==> src/rtl/control_sequencer_pkg.sv <==
`default_nettype none
// ============================================================================
// Module      : control_sequencer_pkg
// Description : Opcode constants, step-state enum, instruction-class enum and
//               the datapath strobe bundle shared by the control sequencer.
// Revision    : 1.0 - initial release
// ============================================================================
package control_sequencer_pkg;

  // Opcode field values, ir[31:27]
  localparam logic [4:0] c_op_ld   = 5'd0;
  localparam logic [4:0] c_op_ldi  = 5'd1;
  localparam logic [4:0] c_op_st   = 5'd2;
  localparam logic [4:0] c_op_add  = 5'd3;
  localparam logic [4:0] c_op_sub  = 5'd4;
  localparam logic [4:0] c_op_and  = 5'd5;
  localparam logic [4:0] c_op_or   = 5'd6;
  localparam logic [4:0] c_op_shr  = 5'd7;
  localparam logic [4:0] c_op_shl  = 5'd8;
  localparam logic [4:0] c_op_ror  = 5'd9;
  localparam logic [4:0] c_op_rol  = 5'd10;
  localparam logic [4:0] c_op_addi = 5'd11;
  localparam logic [4:0] c_op_andi = 5'd12;
  localparam logic [4:0] c_op_ori  = 5'd13;
  localparam logic [4:0] c_op_mul  = 5'd14;
  localparam logic [4:0] c_op_div  = 5'd15;
  localparam logic [4:0] c_op_neg  = 5'd16;
  localparam logic [4:0] c_op_not  = 5'd17;
  localparam logic [4:0] c_op_br   = 5'd18;
  localparam logic [4:0] c_op_jr   = 5'd19;
  localparam logic [4:0] c_op_jal  = 5'd20;
  localparam logic [4:0] c_op_in   = 5'd21;
  localparam logic [4:0] c_op_out  = 5'd22;
  localparam logic [4:0] c_op_mfhi = 5'd23;
  localparam logic [4:0] c_op_mflo = 5'd24;
  localparam logic [4:0] c_op_nop  = 5'd25;
  localparam logic [4:0] c_op_halt = 5'd26;

  // Sequencer states: RESET, step counter T0..T9, HALT
  typedef enum logic [3:0] {
    S_RESET = 4'd0,
    S_T0    = 4'd1,
    S_T1    = 4'd2,
    S_T2    = 4'd3,
    S_T3    = 4'd4,
    S_T4    = 4'd5,
    S_T5    = 4'd6,
    S_T6    = 4'd7,
    S_T7    = 4'd8,
    S_T8    = 4'd9,
    S_T9    = 4'd10,
    S_HALT  = 4'd11
  } state_e;

  // Instruction classes sharing one execute sequence
  typedef enum logic [4:0] {
    CL_ALU     = 5'd0,   // add sub and or shr shl ror rol
    CL_ALUI    = 5'd1,   // addi andi ori
    CL_LDI     = 5'd2,
    CL_LD      = 5'd3,
    CL_ST      = 5'd4,
    CL_UNARY   = 5'd5,   // neg not
    CL_MULDIV  = 5'd6,   // mul div
    CL_BR      = 5'd7,
    CL_JR      = 5'd8,
    CL_JAL     = 5'd9,
    CL_MFHI    = 5'd10,
    CL_MFLO    = 5'd11,
    CL_IN      = 5'd12,
    CL_OUT     = 5'd13,
    CL_NOP     = 5'd14,
    CL_HALT    = 5'd15,
    CL_ILLEGAL = 5'd16
  } op_class_e;

  // Datapath strobe bundle; cleared as a whole to give all-low defaults
  typedef struct packed {
    logic PCout;
    logic PCin;
    logic IncPC;
    logic MARin;
    logic MDRin;
    logic MDRout;
    logic Read;
    logic RAM_write_en;
    logic IRin;
    logic Yin;
    logic ZLowIn;
    logic ZHighIn;
    logic ZLowout;
    logic ZHighout;
    logic HIin;
    logic LOin;
    logic HIout;
    logic LOout;
    logic GRA;
    logic GRB;
    logic GRC;
    logic R_in;
    logic R_out;
    logic Baout;
    logic Cout;
    logic enableCon;
    logic InPortout;
    logic enableOutputPort;
    logic R15in;
  } strobes_t;

endpackage
`default_nettype wire

==> src/rtl/op_class_decode.sv <==
`default_nettype none
// ============================================================================
// Module      : op_class_decode
// Description : Maps a 5-bit opcode onto the execute-sequence class it uses.
//               Unassigned opcodes map to CL_ILLEGAL.
// Revision    : 1.0 - initial release
// ============================================================================
module op_class_decode
  import control_sequencer_pkg::*;
(
  input  logic [4:0] opcode,
  output op_class_e  op_class
);

  // Pure table lookup from opcode to class
  always_comb begin
    op_class = CL_ILLEGAL;
    case (opcode)
      c_op_add, c_op_sub, c_op_and, c_op_or,
      c_op_shr, c_op_shl, c_op_ror, c_op_rol: op_class = CL_ALU;
      c_op_addi, c_op_andi, c_op_ori:         op_class = CL_ALUI;
      c_op_ldi:                               op_class = CL_LDI;
      c_op_ld:                                op_class = CL_LD;
      c_op_st:                                op_class = CL_ST;
      c_op_neg, c_op_not:                     op_class = CL_UNARY;
      c_op_mul, c_op_div:                     op_class = CL_MULDIV;
      c_op_br:                                op_class = CL_BR;
      c_op_jr:                                op_class = CL_JR;
      c_op_jal:                               op_class = CL_JAL;
      c_op_mfhi:                              op_class = CL_MFHI;
      c_op_mflo:                              op_class = CL_MFLO;
      c_op_in:                                op_class = CL_IN;
      c_op_out:                               op_class = CL_OUT;
      c_op_nop:                               op_class = CL_NOP;
      c_op_halt:                              op_class = CL_HALT;
      default:                                op_class = CL_ILLEGAL;
    endcase
  end

endmodule
`default_nettype wire

==> src/rtl/control_sequencer.sv <==
`default_nettype none
// ============================================================================
// Module      : control_sequencer
// Description : Hard-wired T-step control unit. Fetches in T0..T3, then runs
//               the opcode's execute sequence from T4 and returns to T0, or
//               parks in HALT. Outputs are a Moore decode of state and opcode.
// Revision    : 1.0 - initial release
// ============================================================================
module control_sequencer
  import control_sequencer_pkg::*;
(
  input  logic        clk,
  input  logic        clr,
  input  logic [31:0] ir,
  input  logic        con_ff,
  input  logic        stop,
  output logic        PCout,
  output logic        PCin,
  output logic        IncPC,
  output logic        MARin,
  output logic        MDRin,
  output logic        MDRout,
  output logic        Read,
  output logic        RAM_write_en,
  output logic        IRin,
  output logic        Yin,
  output logic        ZLowIn,
  output logic        ZHighIn,
  output logic        ZLowout,
  output logic        ZHighout,
  output logic        HIin,
  output logic        LOin,
  output logic        HIout,
  output logic        LOout,
  output logic        GRA,
  output logic        GRB,
  output logic        GRC,
  output logic        R_in,
  output logic        R_out,
  output logic        Baout,
  output logic        Cout,
  output logic        enableCon,
  output logic        InPortout,
  output logic        enableOutputPort,
  output logic        R15in,
  output logic        run,
  output logic        illegal
);

  state_e    r_state;
  state_e    w_next_state;
  op_class_e w_class;
  strobes_t  w_s;
  logic      w_last;
  logic      w_illegal;
  logic      w_unused_ir;

  // Only the opcode field steers sequencing; operand fields belong to the datapath
  assign w_unused_ir = ^ir[26:0];

  op_class_decode u_op_class_decode (
    .opcode   (ir[31:27]),
    .op_class (w_class)
  );

  // State register; clr low forces RESET immediately, which also kills all strobes
  always_ff @(posedge clk or negedge clr) begin
    if (!clr) r_state <= S_RESET;
    else      r_state <= w_next_state;
  end

  // Next-state and strobe decode; w_last marks the final step of an instruction
  always_comb begin
    w_next_state = r_state;
    w_s          = '0;
    w_last       = 1'b0;
    w_illegal    = 1'b0;
    case (r_state)
      S_RESET: w_next_state = S_T0;
      S_T0: begin
        w_s.PCout = 1'b1; w_s.MARin = 1'b1; w_s.IncPC = 1'b1;
        w_next_state = S_T1;
      end
      S_T1: begin
        w_s.Read = 1'b1;
        w_next_state = S_T2;
      end
      S_T2: begin
        w_s.Read = 1'b1; w_s.MDRin = 1'b1;
        w_next_state = S_T3;
      end
      S_T3: begin
        w_s.MDRout = 1'b1; w_s.IRin = 1'b1;
        w_next_state = S_T4;
      end
      S_T4: begin
        w_next_state = S_T5;
        case (w_class)
          CL_ALU, CL_ALUI: begin
            w_s.GRB = 1'b1; w_s.R_out = 1'b1; w_s.Yin = 1'b1;
          end
          CL_LDI, CL_LD, CL_ST: begin
            w_s.GRB = 1'b1; w_s.R_out = 1'b1; w_s.Baout = 1'b1; w_s.Yin = 1'b1;
          end
          CL_UNARY: begin
            w_s.GRB = 1'b1; w_s.R_out = 1'b1; w_s.ZLowIn = 1'b1;
          end
          CL_MULDIV: begin
            w_s.GRA = 1'b1; w_s.R_out = 1'b1; w_s.Yin = 1'b1;
          end
          CL_BR: begin
            w_s.GRA = 1'b1; w_s.R_out = 1'b1; w_s.enableCon = 1'b1;
          end
          CL_JR: begin
            w_s.GRA = 1'b1; w_s.R_out = 1'b1; w_s.PCin = 1'b1; w_last = 1'b1;
          end
          CL_JAL: begin
            w_s.PCout = 1'b1; w_s.R15in = 1'b1;
          end
          CL_MFHI: begin
            w_s.HIout = 1'b1; w_s.GRA = 1'b1; w_s.R_in = 1'b1; w_last = 1'b1;
          end
          CL_MFLO: begin
            w_s.LOout = 1'b1; w_s.GRA = 1'b1; w_s.R_in = 1'b1; w_last = 1'b1;
          end
          CL_IN: begin
            w_s.InPortout = 1'b1; w_s.GRA = 1'b1; w_s.R_in = 1'b1; w_last = 1'b1;
          end
          CL_OUT: begin
            w_s.GRA = 1'b1; w_s.R_out = 1'b1; w_s.enableOutputPort = 1'b1;
            w_last = 1'b1;
          end
          CL_HALT:    w_next_state = S_HALT;
          CL_ILLEGAL: begin
            w_illegal = 1'b1; w_last = 1'b1;
          end
          default:    w_last = 1'b1;
        endcase
      end
      S_T5: begin
        w_next_state = S_T6;
        case (w_class)
          CL_ALU: begin
            w_s.GRC = 1'b1; w_s.R_out = 1'b1; w_s.ZLowIn = 1'b1;
          end
          CL_ALUI, CL_LDI, CL_LD, CL_ST: begin
            w_s.Cout = 1'b1; w_s.ZLowIn = 1'b1;
          end
          CL_UNARY: begin
            w_s.ZLowout = 1'b1; w_s.GRA = 1'b1; w_s.R_in = 1'b1; w_last = 1'b1;
          end
          CL_MULDIV: begin
            w_s.GRB = 1'b1; w_s.R_out = 1'b1; w_s.ZLowIn = 1'b1; w_s.ZHighIn = 1'b1;
          end
          CL_BR: begin
            w_s.PCout = 1'b1; w_s.Yin = 1'b1;
          end
          CL_JAL: begin
            w_s.GRA = 1'b1; w_s.R_out = 1'b1; w_s.PCin = 1'b1; w_last = 1'b1;
          end
          default: w_last = 1'b1;
        endcase
      end
      S_T6: begin
        w_next_state = S_T7;
        case (w_class)
          CL_ALU, CL_ALUI, CL_LDI: begin
            w_s.ZLowout = 1'b1; w_s.GRA = 1'b1; w_s.R_in = 1'b1; w_last = 1'b1;
          end
          CL_LD, CL_ST: begin
            w_s.ZLowout = 1'b1; w_s.MARin = 1'b1;
          end
          CL_MULDIV: begin
            w_s.ZLowout = 1'b1; w_s.LOin = 1'b1;
          end
          CL_BR: begin
            w_s.Cout = 1'b1; w_s.ZLowIn = 1'b1;
          end
          default: w_last = 1'b1;
        endcase
      end
      S_T7: begin
        w_next_state = S_T8;
        case (w_class)
          CL_LD: w_s.Read = 1'b1;
          CL_ST: begin
            w_s.GRA = 1'b1; w_s.R_out = 1'b1; w_s.MDRin = 1'b1;
          end
          CL_MULDIV: begin
            w_s.ZHighout = 1'b1; w_s.HIin = 1'b1; w_last = 1'b1;
          end
          CL_BR: begin
            // Branch target only committed when the condition flip-flop is set
            if (con_ff) begin
              w_s.ZLowout = 1'b1; w_s.PCin = 1'b1;
            end
            w_last = 1'b1;
          end
          default: w_last = 1'b1;
        endcase
      end
      S_T8: begin
        w_next_state = S_T9;
        case (w_class)
          CL_LD: begin
            w_s.Read = 1'b1; w_s.MDRin = 1'b1;
          end
          CL_ST: begin
            w_s.RAM_write_en = 1'b1; w_last = 1'b1;
          end
          default: w_last = 1'b1;
        endcase
      end
      S_T9: begin
        if (w_class == CL_LD) begin
          w_s.MDRout = 1'b1; w_s.GRA = 1'b1; w_s.R_in = 1'b1;
        end
        w_last = 1'b1;
      end
      S_HALT:  w_next_state = S_HALT;
      default: w_next_state = S_RESET;
    endcase
    // Instruction boundary: honour a pending stop request
    if (w_last) w_next_state = stop ? S_HALT : S_T0;
  end

  assign run     = (r_state != S_RESET) && (r_state != S_HALT);
  assign illegal = w_illegal;

  assign PCout            = w_s.PCout;
  assign PCin             = w_s.PCin;
  assign IncPC            = w_s.IncPC;
  assign MARin            = w_s.MARin;
  assign MDRin            = w_s.MDRin;
  assign MDRout           = w_s.MDRout;
  assign Read             = w_s.Read;
  assign RAM_write_en     = w_s.RAM_write_en;
  assign IRin             = w_s.IRin;
  assign Yin              = w_s.Yin;
  assign ZLowIn           = w_s.ZLowIn;
  assign ZHighIn          = w_s.ZHighIn;
  assign ZLowout          = w_s.ZLowout;
  assign ZHighout         = w_s.ZHighout;
  assign HIin             = w_s.HIin;
  assign LOin             = w_s.LOin;
  assign HIout            = w_s.HIout;
  assign LOout            = w_s.LOout;
  assign GRA              = w_s.GRA;
  assign GRB              = w_s.GRB;
  assign GRC              = w_s.GRC;
  assign R_in             = w_s.R_in;
  assign R_out            = w_s.R_out;
  assign Baout            = w_s.Baout;
  assign Cout             = w_s.Cout;
  assign enableCon        = w_s.enableCon;
  assign InPortout        = w_s.InPortout;
  assign enableOutputPort = w_s.enableOutputPort;
  assign R15in            = w_s.R15in;

endmodule
`default_nettype wire

==> config.mk <==
export PLATFORM = sky130hd
export DESIGN_NAME = control_sequencer
export DESIGN_NICKNAME = d
export VERILOG_FILES = /design/src/rtl/control_sequencer_pkg.sv /design/src/rtl/op_class_decode.sv /design/src/rtl/control_sequencer.sv
export SDC_FILE = /design/constraint.sdc
export NUM_CORES = 1
export LEC_CHECK = 0
export BUFFER_PORTS_ARGS = -buffer_cell sky130_fd_sc_hd__buf_2
export CAP_MARGIN = 20
export CORE_AREA = 5 5 52 64
export CTS_BUF_LIST = sky130_fd_sc_hd__clkbuf_8
export DETAILED_ROUTE_END_ITERATION = 7
export DIE_AREA = 0 0 57 69
export PLACE_DENSITY = 0.81
export SLEW_MARGIN = 20
export SYNTH_ARGS = -nofsm -noshare
export SYNTH_HDL_FRONTEND = slang
export SYNTH_HIERARCHICAL = 1
export SYNTH_SLANG_ARGS = --single-unit
==> constraint.sdc <==
create_clock -name clk -period 6.17 [get_ports clk]
set_input_delay 1.851 -clock clk [delete_from_list [all_inputs] [get_ports clk]]
set_output_delay 1.851 -clock clk [all_outputs]
set_load 0.01 [all_outputs]
# Yosys cells after proc, flatten, opt, wreduce, memory -nomap -nowiden
# Memories as Yosys holds them, arrays and structs flattened.
# Index checks and enable logic that the tools add are counted.
# word_totals
ff_bits,4
rom_bits,160
inputBits,36
output_inout_bits,31
elab_cells,112
mem_count,1
# op_classes
n_eq_ne,28
muxes,62
reduce_logical,20
# memory_table
name,words,width,read_ports,rd_ports_with_merged_regs,write_ports,line_no,rtl
(name not given),32,5,1,0,0,op_class_decode.sv:18,case (opcode)
# ops
operator,count
case mux 4 bit (12 select lines),1
2-to-1 mux 1 bit,39
== test 5 x 4 -> 1 bit (second input constant),7
== test 5 x 3 -> 1 bit (second input constant),4
OR reduction 10 bit,2
case mux 1 bit (3 select lines),6
== test 4 x 3 -> 1 bit (second input constant),4
== test 4 bit (second input constant),4
2-to-1 mux 4 bit,4
OR reduction 7 bit,2
case mux 1 bit (2 select lines),6
OR reduction 3 bit,4
OR reduction 6 bit,2
== test 5 x 2 -> 1 bit (second input constant),2
== test 4 x 2 -> 1 bit (second input constant),2
OR reduction 2 bit,4
OR reduction 4 bit,2
2-to-1 mux 2 bit,3
case mux 1 bit (6 select lines),1
== test 5 x 1 -> 1 bit (second input constant),1
== test 5 bit (second input constant),1
logical NOT 5 bit,1
case mux 1 bit (5 select lines),1
== test 4 x 1 -> 1 bit (second input constant),1
other kinds (6),6

# Logic depth before layout (Yosys ltp)
# Gate-level depths: netlist of run 1.
# An unclocked memory read counts as a cell.
# depth
ltp_word,6
ltp_mapped,11
mapped_depth_nobuf,10

# Modules after synthesis
# The synthesis of run 1 kept the hierarchy.
# modules_own_cells
module,n_inst,cells_per_inst,area_per_inst_um2
control_sequencer,1,136,903.4
op_class_decode,1,37,259.0

# Worst setup path before layout of run 1
# Ideal clock, no wire load.
# synth_timing
kind,input-to-output
start,input port ir[27]
end,output port ZHighout
arrival_time_ps,3812
slack_ps,507
cell_stages,10
path_buffers,2
path_cell_list,inv_1 -> ha_1 -> nand2_2 -> a21o_1 -> a31oi_1 -> buf_4 -> nor2b_1 -> nand3_1 -> nor2_1 -> buf_4
# synth_via
elab_chain_cells,4
# synth_lines
element,line_no,rtl
start: declaration,control_sequencer.sv:14,"input logic [31:0] ir,"
memory read (32 x 5 bit),-,
named net w_class[2],control_sequencer.sv:52,op_class_e w_class;
== test 5 x 3 -> 1 bit,control_sequencer.sv:184,case (w_class)
2-to-1 mux 2 bit,control_sequencer.sv:184,
2-to-1 mux 2 bit,control_sequencer.sv:78,case (r_state)
end: declaration,control_sequencer.sv:30,"output logic ZHighout,"
# The timed path passes the listed nets, and every way through them passes these cells.

# Worst setup path after layout of run 1
# layout_timing
start,input port ir[28]
end,output port GRB
# layout_via
elab_chain_cells,5
elab_cells_between_ends,12
classes_between,6 x eq/ne; 3 x mux; 2 x reduce/logical; 1 x memory
# layout_lines
element,line_no,rtl
memory read (32 x 5 bit) (*),-,
named net w_class[2],control_sequencer.sv:52,
"== test 5 x 2 -> 1 bit, or another cell as far along",control_sequencer.sv:98,case (w_class)
OR reduction 6 bit (no source line),-,
2-to-1 mux 1 bit,control_sequencer.sv:98,
case mux 1 bit (2 select lines) (*),control_sequencer.sv:78,
end: declaration,control_sequencer.sv:36,"output logic GRB,"
# Mark *: on every way through the listed nets, which the timed path passes. The rest lies on a longest branch.

==> out/summary.txt, run 1 <==
Worst-skew pair later-pin latency: 0.22 ns
Post-DRT Antenna Nets: 0
Top Ports: 67
Post-CTS Setup Inserts: 0
Layout overhead on the synthesized area: 19.4%
Overflow after GRT: 0
Reg2reg setup slack: 4.20 ns
Maximum clock rate: 169 MHz
Largest regs: r_state: 4 flops
Post-CTS Hold Buffers: 0
CP most frequent cell: buf_2
Drt via density: 5.94
Port Buffers: 39
Largest net degree at the start of global routing: 19
Post-synth top area share: 8.61%
Levels on crit path: 11
Post-DP HPWL: 2600 um
Sw power: 182 uW
Place WS: 0.272 ns
Max FFs per register: 4
Top_reg_cell synth: dfrtp_1
Pint: 185 uW
Yosys reg bits: 4
Placer congestion estimate: 0.922
Net Sw Frac: 49.5%
Die width: 57 um
Sequential power share: 23.5%
Fin nets: 246
WL/cell: 14.0 um
Crit path buffers/inverters: 4
Largest delay contributor family on the critical path: compound AO/OA/AOI/OAI gates
1st-iter DRT viols: 99
Reg-to-Reg Start: r_state[1]$_DFFE_PN0P_
Initial antenna violation count: 0
Die Y-Extent: 69 um
Cts repair resizes: 0
Worst clock skew: 0.00239 ns
Number of synthesized flops with an enable pin: 0
Synth cell types: 52
Hold crit path type: reg2reg
Clk sink count: 4
Hold Crit Depth: 1
Total power: 367 uW
Crit path capture: GRB
Yosys Warn Count: 6
Fin worst setup slack: 0.265 ns
RSZ-0062 raised after global routing: no
Post-route cell area: 1390 um^2
FF-to-FF End: r_state[3]$_DFFE_PN0P_
CP required: 4.32 ns
Placed cell areas: 1350 um^2
Ys async rst share: 100%
Vias in the first global route: 1248
DRC: 0
Setup CP Type: in2out
Final cycle utilization of the critical path: 95.7%
Pleak: 0.679 nW
Final Max Slew Viols: 0
Clk root buf: clkbuf_8
Total number of vias: 1413
GRT Util Overall: 16.4%
Cell Chain, Critical Path: buf_2, inv_1, ha_1, nand2_2, a21o_1, a31oi_1, buf_12, nor2b_1, nand3_1, o22ai_1, buf_2
Critical path's slowest cell: nor2b_1
Startpoint types: input port
CP arrival: 4.05 ns
Final Util: 51.8%
Logic pwr share: 61.8%
First-pass GRT wire length: 5490 um
CTS H-tree depth: 1
Reg2Reg Depth: 5
Mean Syn Cell Area: 6.72 um^2
Drt pass-1 iters: 5
Max Fanout on Critical Path: 14
Synth Instances: 173
Worst Setup End Kind: primary output
Clk buf depth: 2
Final setup TNS: 0 ns
Setup crit start: ir[28]
Die area: 3930 um^2
Share of cells above drive strength 1: 28.4%
Rel. slew slack: 62.2%
Antenna diodes: 0
Clock power frac: 14.8%
CTS tree: done
Core Rows: 21
CTS buffer count: 3
Worst-path clk slew: 0.03 ns
Status: complete, no violations
Measured slew at the worst slew-check pin: 0.567 ns
Top cells by area, synth: dfrtp_1 8.6%, nor2_1 6.8%, nand2_1 5.5%, nand3b_1 4.5%, ha_1 4.3%
Max-Cap Viols: 0
Period minus WS final: 5.90 ns
Post-synthesis sequential area ratio: 8.61%
Syn Std Cell Area: 1160 um^2
Total power per unit cell area: 265 nW/um^2
WL final: 3330 um
Starting Density: 43.4%
Core ar.: 2680 um^2
Max stage delay on crit path: 0.31 ns
Final Hold Fails: 0
Max VDD drop: 0.000188 V
Endpoints failing setup: 0
Mapped Nets: 213
Biggest register: r_state
Yosys top cell by area: dfrtp_1
==> per-layer routing <==
| layer | global-route usage [%] | routed length, um |
|---|---|---|
| met1 | 19.0 | 1300 |
| met2 | 30.6 | 1730 |
| met3 | 1.12 | 256 |
| met4 | 5.41 | 52 |
| met5 | 0 | 0 |
==> how the worst min path moves through the flow <==
| stage | from | endpoint | slack [ns] |
|---|---|---|---|
| 2_1_floorplan | r_state[1]$_DFFE_PN0P_ | r_state[2]$_DFFE_PN0P_ | 0.68 |
| 3_3_place_gp | r_state[3]$_DFFE_PN0P_ | r_state[2]$_DFFE_PN0P_ | 0.70 |
| 5_1_grt | r_state[3]$_DFFE_PN0P_ | r_state[2]$_DFFE_PN0P_ | 0.75 |
| 3_5_place_dp | r_state[3]$_DFFE_PN0P_ | r_state[2]$_DFFE_PN0P_ | 0.71 |
| 4_1_cts | r_state[3]$_DFFE_PN0P_ | r_state[2]$_DFFE_PN0P_ | 0.71 |
| 6_report | r_state[3]$_DFFE_PN0P_ | r_state[2]$_DFFE_PN0P_ | 0.73 |
==> kinds of logic after synthesis <==
family / count (synthesis) / synth area share, %
AND/OR/NAND/NOR: 102 / 50.1
buffers and inverters: 20 / 9.90
flip-flops: 4 / 8.61
adder cells (fa/ha/maj): 4 / 4.31
XOR/XNOR: 3 / 2.26
multiplexers: 4 / 3.66
AO/OA/AOI/OAI: 36 / 21.2
==> cells in the mapped netlist, drive strengths merged, types with 5 or more instances <==
library cell,count
a21oi,7
buf,11
inv,5
nand2,18
nand2b,8
nand3,6
nand3b,7
nor2,25
or3,5
==> per-stage QoR <==
step           instances  hold slack [ns]
2_1_floorplan        173            0.683
3_3_place_gp         235            0.704
3_5_place_dp         235            0.713
4_1_cts              238            0.710
5_1_grt              238            0.752
6_report             238            0.730
==> placed cells by master, fill, tap and decap left out, types with 4 or more instances in the layout <==
cell type | netlist | routed
nand3_1 | 6 | 6
nor2_2 | 4 | 4
buf_2 | 5 | 39
or3_1 | 5 | 5
a21oi_1 | 7 | 7
ha_1 | 4 | 4
nand2b_1 | 7 | 7
nand2_1 | 17 | 17
a21o_1 | 4 | 4
nor2_1 | 21 | 21
dfrtp_1 | 4 | 4
inv_1 | 5 | 5
nand3b_1 | 7 | 7
o21ai_0 | 4 | 4
o22ai_1 | 4 | 4
==> power by group through the flow <==
stage	clock, mW	combinational [mW]	sequential [mW]
after floorplan	0	0.202	0.0482
after global placement	0	0.219	0.0831
after detailed placement	0	0.226	0.0832
after CTS	0.0553	0.227	0.0827
after global routing	0.0573	0.250	0.0891
final	0.0543	0.227	0.0862
==> cell type report <==
cell class,count,area (um^2)
clock buffer,3,41.3
fill,287,1290
inverter,5,18.8
multi-input combinational,149,947
sequential,4,100
tap,34,42.5
timing repair buffer,43,238
No activity file was read; power rests on OpenSTA's default activity.
==> run 2: changes to the inputs <==
--- a/config.mk
+++ b/config.mk
@@ -7,11 +7,14 @@
 export LEC_CHECK = 0
 export BUFFER_PORTS_ARGS = -buffer_cell sky130_fd_sc_hd__buf_2
 export CAP_MARGIN = 20
-export CORE_AREA = 5 5 52 64
+export CELL_PAD_IN_SITES_DETAIL_PLACEMENT = 0
+export CELL_PAD_IN_SITES_GLOBAL_PLACEMENT = 1
+export CORE_AREA = 5 5 63 77
 export CTS_BUF_LIST = sky130_fd_sc_hd__clkbuf_8
 export DETAILED_ROUTE_END_ITERATION = 7
-export DIE_AREA = 0 0 57 69
-export PLACE_DENSITY = 0.81
+export DIE_AREA = 0 0 68 82
+export PLACE_DENSITY_LB_ADDON = 0.1
+export RECOVER_POWER = 100
 export SLEW_MARGIN = 20
 export SYNTH_ARGS = -nofsm -noshare
 export SYNTH_HDL_FRONTEND = slang
==> out/summary.txt, run 2 (same netlist as run 1, synthesis figures left out) <==
GRT Util Overall: 13.8%
Post-DRT Antenna Nets: 0
Die width: 68 um
Drt pass-1 iters: 4
Final Hold Fails: 0
Post-DP HPWL: 3030 um
Max FFs per register: 4
Core Rows: 26
Pleak: 0.573 nW
WL final: 3760 um
1st-iter DRT viols: 63
CP arrival: 4.13 ns
Sequential power share: 23.5%
DRC: 0
Worst-path clk slew: 0.03 ns
CTS H-tree depth: 1
Pint: 178 uW
Die Y-Extent: 82 um
First-pass GRT wire length: 6140 um
Clk buf depth: 2
Total number of vias: 1361
Overflow after GRT: 0
Fillers: 486
Die area: 5580 um^2
Clock power frac: 15.1%
Final Max Slew Viols: 0
Largest net degree at the start of global routing: 19
Rel. slew slack: 66.9%
Post-CTS Hold Buffers: 0
WL/cell: 14.5 um
Hold crit path type: reg2reg
Worst Setup End Kind: primary output
Fin nets: 246
Initial antenna violation count: 0
Measured slew at the worst slew-check pin: 0.497 ns
CTS tree: done
Setup CP Type: in2out
Drt via density: 5.23
Commonest cells after routing, fill and taps aside: 25 x clkbuf_1, 23 x nor2_1, 17 x nand2_1, 15 x buf_2
RSZ-0062 raised after global routing: no
Clk root buf: clkbuf_8
Logic pwr share: 61.4%
Startpoint types: input port
Top Ports: 67
Vias in the first global route: 1383
Period minus WS final: 5.98 ns
Worst-skew pair later-pin latency: 0.22 ns
Total power per unit cell area: 264 nW/um^2
Port Buffers: 39
Status: complete, no violations
Antenna diodes: 0
Most common library cell in the layout ignoring fill and taps: clkbuf_1
Post-CTS Setup Inserts: 0
Placer congestion estimate: 0.845
CP required: 4.32 ns
Fin worst setup slack: 0.190 ns
Place WS: 0.234 ns
Starting Density: 28.6%
Layout overhead on the synthesized area: 18.1%
CTS buffer count: 3
Endpoints failing setup: 0
Core ar.: 4070 um^2
Final setup TNS: 0 ns
Sw power: 184 uW
Worst clock skew: 0.00132 ns
Maximum clock rate: 167 MHz
Net Sw Frac: 50.8%
Clk sink count: 4
Share of cells above drive strength 1: 14.7%
Max Fanout on Critical Path: 14
Biggest register: r_state
Final cycle utilization of the critical path: 96.9%
Largest regs: r_state: 4 flops
Cts repair resizes: 0
Max VDD drop: 0.0000840 V
Max-Cap Viols: 0
## run 2: power by group through the flow
stage          sequential, mW  clock (mW)  combinational [mW]
6_report               0.0854      0.0546               0.223
5_1_grt                0.0885      0.0578               0.248
4_1_cts                0.0843      0.0560               0.231
3_5_place_dp           0.0841           0               0.230
3_3_place_gp           0.0840           0               0.228
2_1_floorplan          0.0482           0               0.202
## run 2: critical path, cell delays in order
cell and delay, ns:
buf_2 0.16, inv_1 0.06, ha_1 0.30, nand2_2 0.05
a21o_1 0.18, a31oi_1 0.26, buf_12 0.18, nor2b_1 0.38
nand3_1 0.26, o22ai_1 0.26, clkbuf_1 0.18
## run 2: cell type report
cell class / instances / area, um^2 / area share [%]
multi-input combinational: 149 / 941 / 68.6
tap: 56 / 70.1 / 5.10
inverter: 5 / 18.8 / 1.37
sequential: 4 / 100 / 7.29
timing repair buffer: 43 / 201 / 14.7
clock buffer: 3 / 41.3 / 3.01
## run 2: final timing paths
| kind | startpoint | end | slack [ns] | cells past startpoint |
|---|---|---|---|---|
| max | ir[28] | GRB | 0.19 | 11 |
| min | r_state[3]$_DFFE_PN0P_ | r_state[2]$_DFFE_PN0P_ | 0.72 | 1 |
| max reg2reg | r_state[1]$_DFFE_PN0P_ | r_state[3]$_DFFE_PN0P_ | 4.24 | 5 |
| min reg2reg | r_state[3]$_DFFE_PN0P_ | r_state[2]$_DFFE_PN0P_ | 0.72 | 1 |
| max in group asynchronous | clr | r_state[1]$_DFFE_PN0P_ | 4.53 | 1 |
| min in group asynchronous | clr | r_state[2]$_DFFE_PN0P_ | 1.46 | 1 |
## run 2: layer usage
| metal | part of all wire [%] | wire length, um | GRT usage, % |
|---|---|---|---|
| met5 | 0 | 0 | 0 |
| met4 | 2.8 | 107 | 5.57 |
| met3 | 6.4 | 240 | 2.05 |
| met2 | 51 | 1900 | 24.9 |
| met1 | 40 | 1510 | 15.9 |
## run 2: metrics by stage
step                      cells  hold slack, ns  instance area [um^2]  util [%]  power [mW]
final                       260           0.721                  1370      33.8       0.363
after floorplan             173           0.683                  1160         -       0.250
after detailed placement    257           0.712                  1370      33.8       0.314
after global placement      257           0.724                  1370      33.8       0.312
after CTS                   260           0.725                  1420      34.8       0.371
after global routing        260           0.756                  1370      33.8       0.395
==> run 3: changes to the inputs <==
--- a/config.mk
+++ b/config.mk
@@ -5,14 +5,14 @@
 export SDC_FILE = /design/constraint.sdc
 export NUM_CORES = 1
 export LEC_CHECK = 0
+export ABC_AREA = 1
 export BUFFER_PORTS_ARGS = -buffer_cell sky130_fd_sc_hd__buf_2
-export CAP_MARGIN = 20
 export CELL_PAD_IN_SITES_DETAIL_PLACEMENT = 0
 export CELL_PAD_IN_SITES_GLOBAL_PLACEMENT = 1
-export CORE_AREA = 5 5 63 77
+export CORE_AREA = 5 5 65 78
 export CTS_BUF_LIST = sky130_fd_sc_hd__clkbuf_8
 export DETAILED_ROUTE_END_ITERATION = 7
-export DIE_AREA = 0 0 68 82
+export DIE_AREA = 0 0 70 83
 export PLACE_DENSITY_LB_ADDON = 0.1
 export RECOVER_POWER = 100
 export SLEW_MARGIN = 20
==> out/summary.txt, run 3 <==
Status: complete, no violations
Place WS: 0.483 ns
Top Ports: 67
Syn Std Cell Area: 1130 um^2
CTS buffer count: 3
Core ar.: 4230 um^2
Starting Density: 26.8%
Largest net degree at the start of global routing: 11
Max Fanout on Critical Path: 7
Number of synthesized flops with an enable pin: 0
Top cells by area, synth: nand2_1 17%, nor2_1 15%, inv_1 10%, nand3_1 9.3%, dfrtp_1 8.8%
Core Rows: 26
First-pass GRT wire length: 6390 um
Crit path buffers/inverters: 4
Worst-path clk slew: 0.03 ns
Max-Cap Viols: 0
Max stage delay on crit path: 0.26 ns
Setup CP Type: in2out
Mapped Nets: 256
Share of cells above drive strength 1: 14.8%
Largest delay contributor family on the critical path: simple AND/OR/NAND/NOR gates
Commonest cells after routing, fill and taps aside: 55 x nand2_1, 46 x nor2_1, 31 x inv_1, 27 x clkbuf_1, 25 x nand3_1
Initial antenna violation count: 0
Fillers: 534
Placed cell areas: 1390 um^2
Critical path's slowest cell: nor2_1
Fin nets: 299
Ys async rst share: 100%
Final Hold Fails: 0
Drt pass-1 iters: 5
Final setup TNS: 0 ns
Endpoints failing setup: 0
Fin worst setup slack: 0.445 ns
Worst-skew pair later-pin latency: 0.21 ns
Count leader, synth: nand2_1
Most common library cell in the layout ignoring fill and taps: nand2_1
Pleak: 0.730 nW
Post-DP HPWL: 3090 um
Top_reg_cell synth: dfrtp_1
Post-route cell area: 1360 um^2
CP most frequent cell: nand2_1
Yosys top cell by area: nand2_1
Synth cell types: 24
Total power per unit cell area: 257 nW/um^2
Hold crit path type: reg2reg
Worst Setup End Kind: primary output
RSZ-0062 raised after global routing: no
WL final: 3640 um
Max VDD drop: 0.0000662 V
Yosys Warn Count: 6
Vias in the first global route: 1445
Post-CTS Setup Inserts: 0
Port Buffers: 39
Final cycle utilization of the critical path: 92.8%
1st-iter DRT viols: 64
Rel. slew slack: 67.0%
Startpoint types: input port
WL/cell: 11.6 um
CTS H-tree depth: 1
Synth Instances: 216
Measured slew at the worst slew-check pin: 0.493 ns
CP required: 4.32 ns
Cts repair resizes: 0
Final Max Slew Viols: 0
Post-synth top area share: 17.2%
Cell Chain, Critical Path: buf_2, ha_1, inv_1, nand2_1, nand3_1, nand2_1, nand2_1, nand2_1, nor2_1, nand3_1, nand2_1, nor2_1, nand2_1, inv_1, nand3_1, nand2_1, nand2_1, clkbuf_1
Die width: 70 um
CTS tree: done
Placer congestion estimate: 0.763
Die Y-Extent: 83 um
Layout overhead on the synthesized area: 20.4%
Post-synthesis sequential area ratio: 8.84%
Post-DRT Antenna Nets: 0
Synth cell count leaders: 52 x nand2_1, 45 x nor2_1, 31 x inv_1, 21 x nand3_1, 10 x o21ai_0
Worst clock skew: 0.000496 ns
GRT Util Overall: 12.8%
Overflow after GRT: 0
Drt via density: 4.64
Largest regs: r_state: 4 flops
Yosys reg bits: 4
CP arrival: 3.87 ns
Die area: 5810 um^2
Period minus WS final: 5.72 ns
Clk sink count: 4
DRC: 0
Post-CTS Hold Buffers: 0
Mean Syn Cell Area: 5.24 um^2
Biggest register: r_state
Antenna diodes: 0
Clk root buf: clkbuf_8
Maximum clock rate: 175 MHz
Max FFs per register: 4
Total number of vias: 1453
Clk buf depth: 2
==> run 3: layout make-up <==
class                      instances  area, um^2  share of cell area (%)
timing repair buffer              40         169                    12.4
tap                               56        70.1                    5.14
clock buffer                       3        41.3                    3.03
inverter                          36         135                    9.91
multi-input combinational        174         848                    62.2
sequential                         4         100                    7.34
==> run 3: stage by stage <==
step                hold slack [ns]  total power [mW]  cells  utilization (%)
finish                        0.706             0.350    313             32.2
global route                  0.750             0.392    313             32.2
CTS                           0.715             0.365    313             33.8
detailed placement            0.712             0.310    310             32.8
global placement              0.720             0.313    310             32.8
floorplan                     0.649             0.234    216                -
==> run 3: worst paths after layout <==
path | startpoint | to | slack, ns | cells after the start
hold reg to reg | r_state[3]$_DFFE_PN0P_ | r_state[0]$_DFFE_PN0P_ | 0.71 | 3
min in group asynchronous | clr | r_state[0]$_DFFE_PN0P_ | 1.45 | 1
setup / recovery | ir[28] | Yin | 0.45 | 18
max in group asynchronous | clr | r_state[3]$_DFFE_PN0P_ | 4.54 | 1
hold / removal | r_state[3]$_DFFE_PN0P_ | r_state[0]$_DFFE_PN0P_ | 0.71 | 3
setup reg to reg | r_state[1]$_DFFE_PN0P_ | r_state[1]$_DFFE_PN0P_ | 4.55 | 9
==> run 3: routing by layer <==
metal	track usage (%)	vias to the layer above	wire length, um
li1	-	765	-
met1	15.4	659	1580
met2	23.5	27	1880
met3	1.21	2	142
met4	4.36	0	31
met5	0	-	0
==> run 3: kinds of logic after synthesis <==
logic type / Yosys count / synth area share [%]
buffers and inverters: 38 / 13.6
flip-flops: 4 / 8.84
adder cells (fa/ha/maj): 4 / 4.42
AND/OR/NAND/NOR: 149 / 62.1
AO/OA/AOI/OAI: 21 / 11.1
==> run 3: report_power, final <==
part | switching, mW | total, mW | leakage [nW] | internal (mW)
clock network | 0.0125 | 0.0540 | 0.0216 | 0.0415
registers | 0.0118 | 0.0508 | 0.0498 | 0.0390
logic | 0.168 | 0.245 | 0.658 | 0.0774
total | 0.192 | 0.350 | 0.730 | 0.158
==> run 3: tightest hold or removal path, cell delays in order (launching register included) <==
cell and delay (ns):
dfrtp_1 0.40, o21ai_0 0.15, nor2_1 0.05, nand4_1 0.07
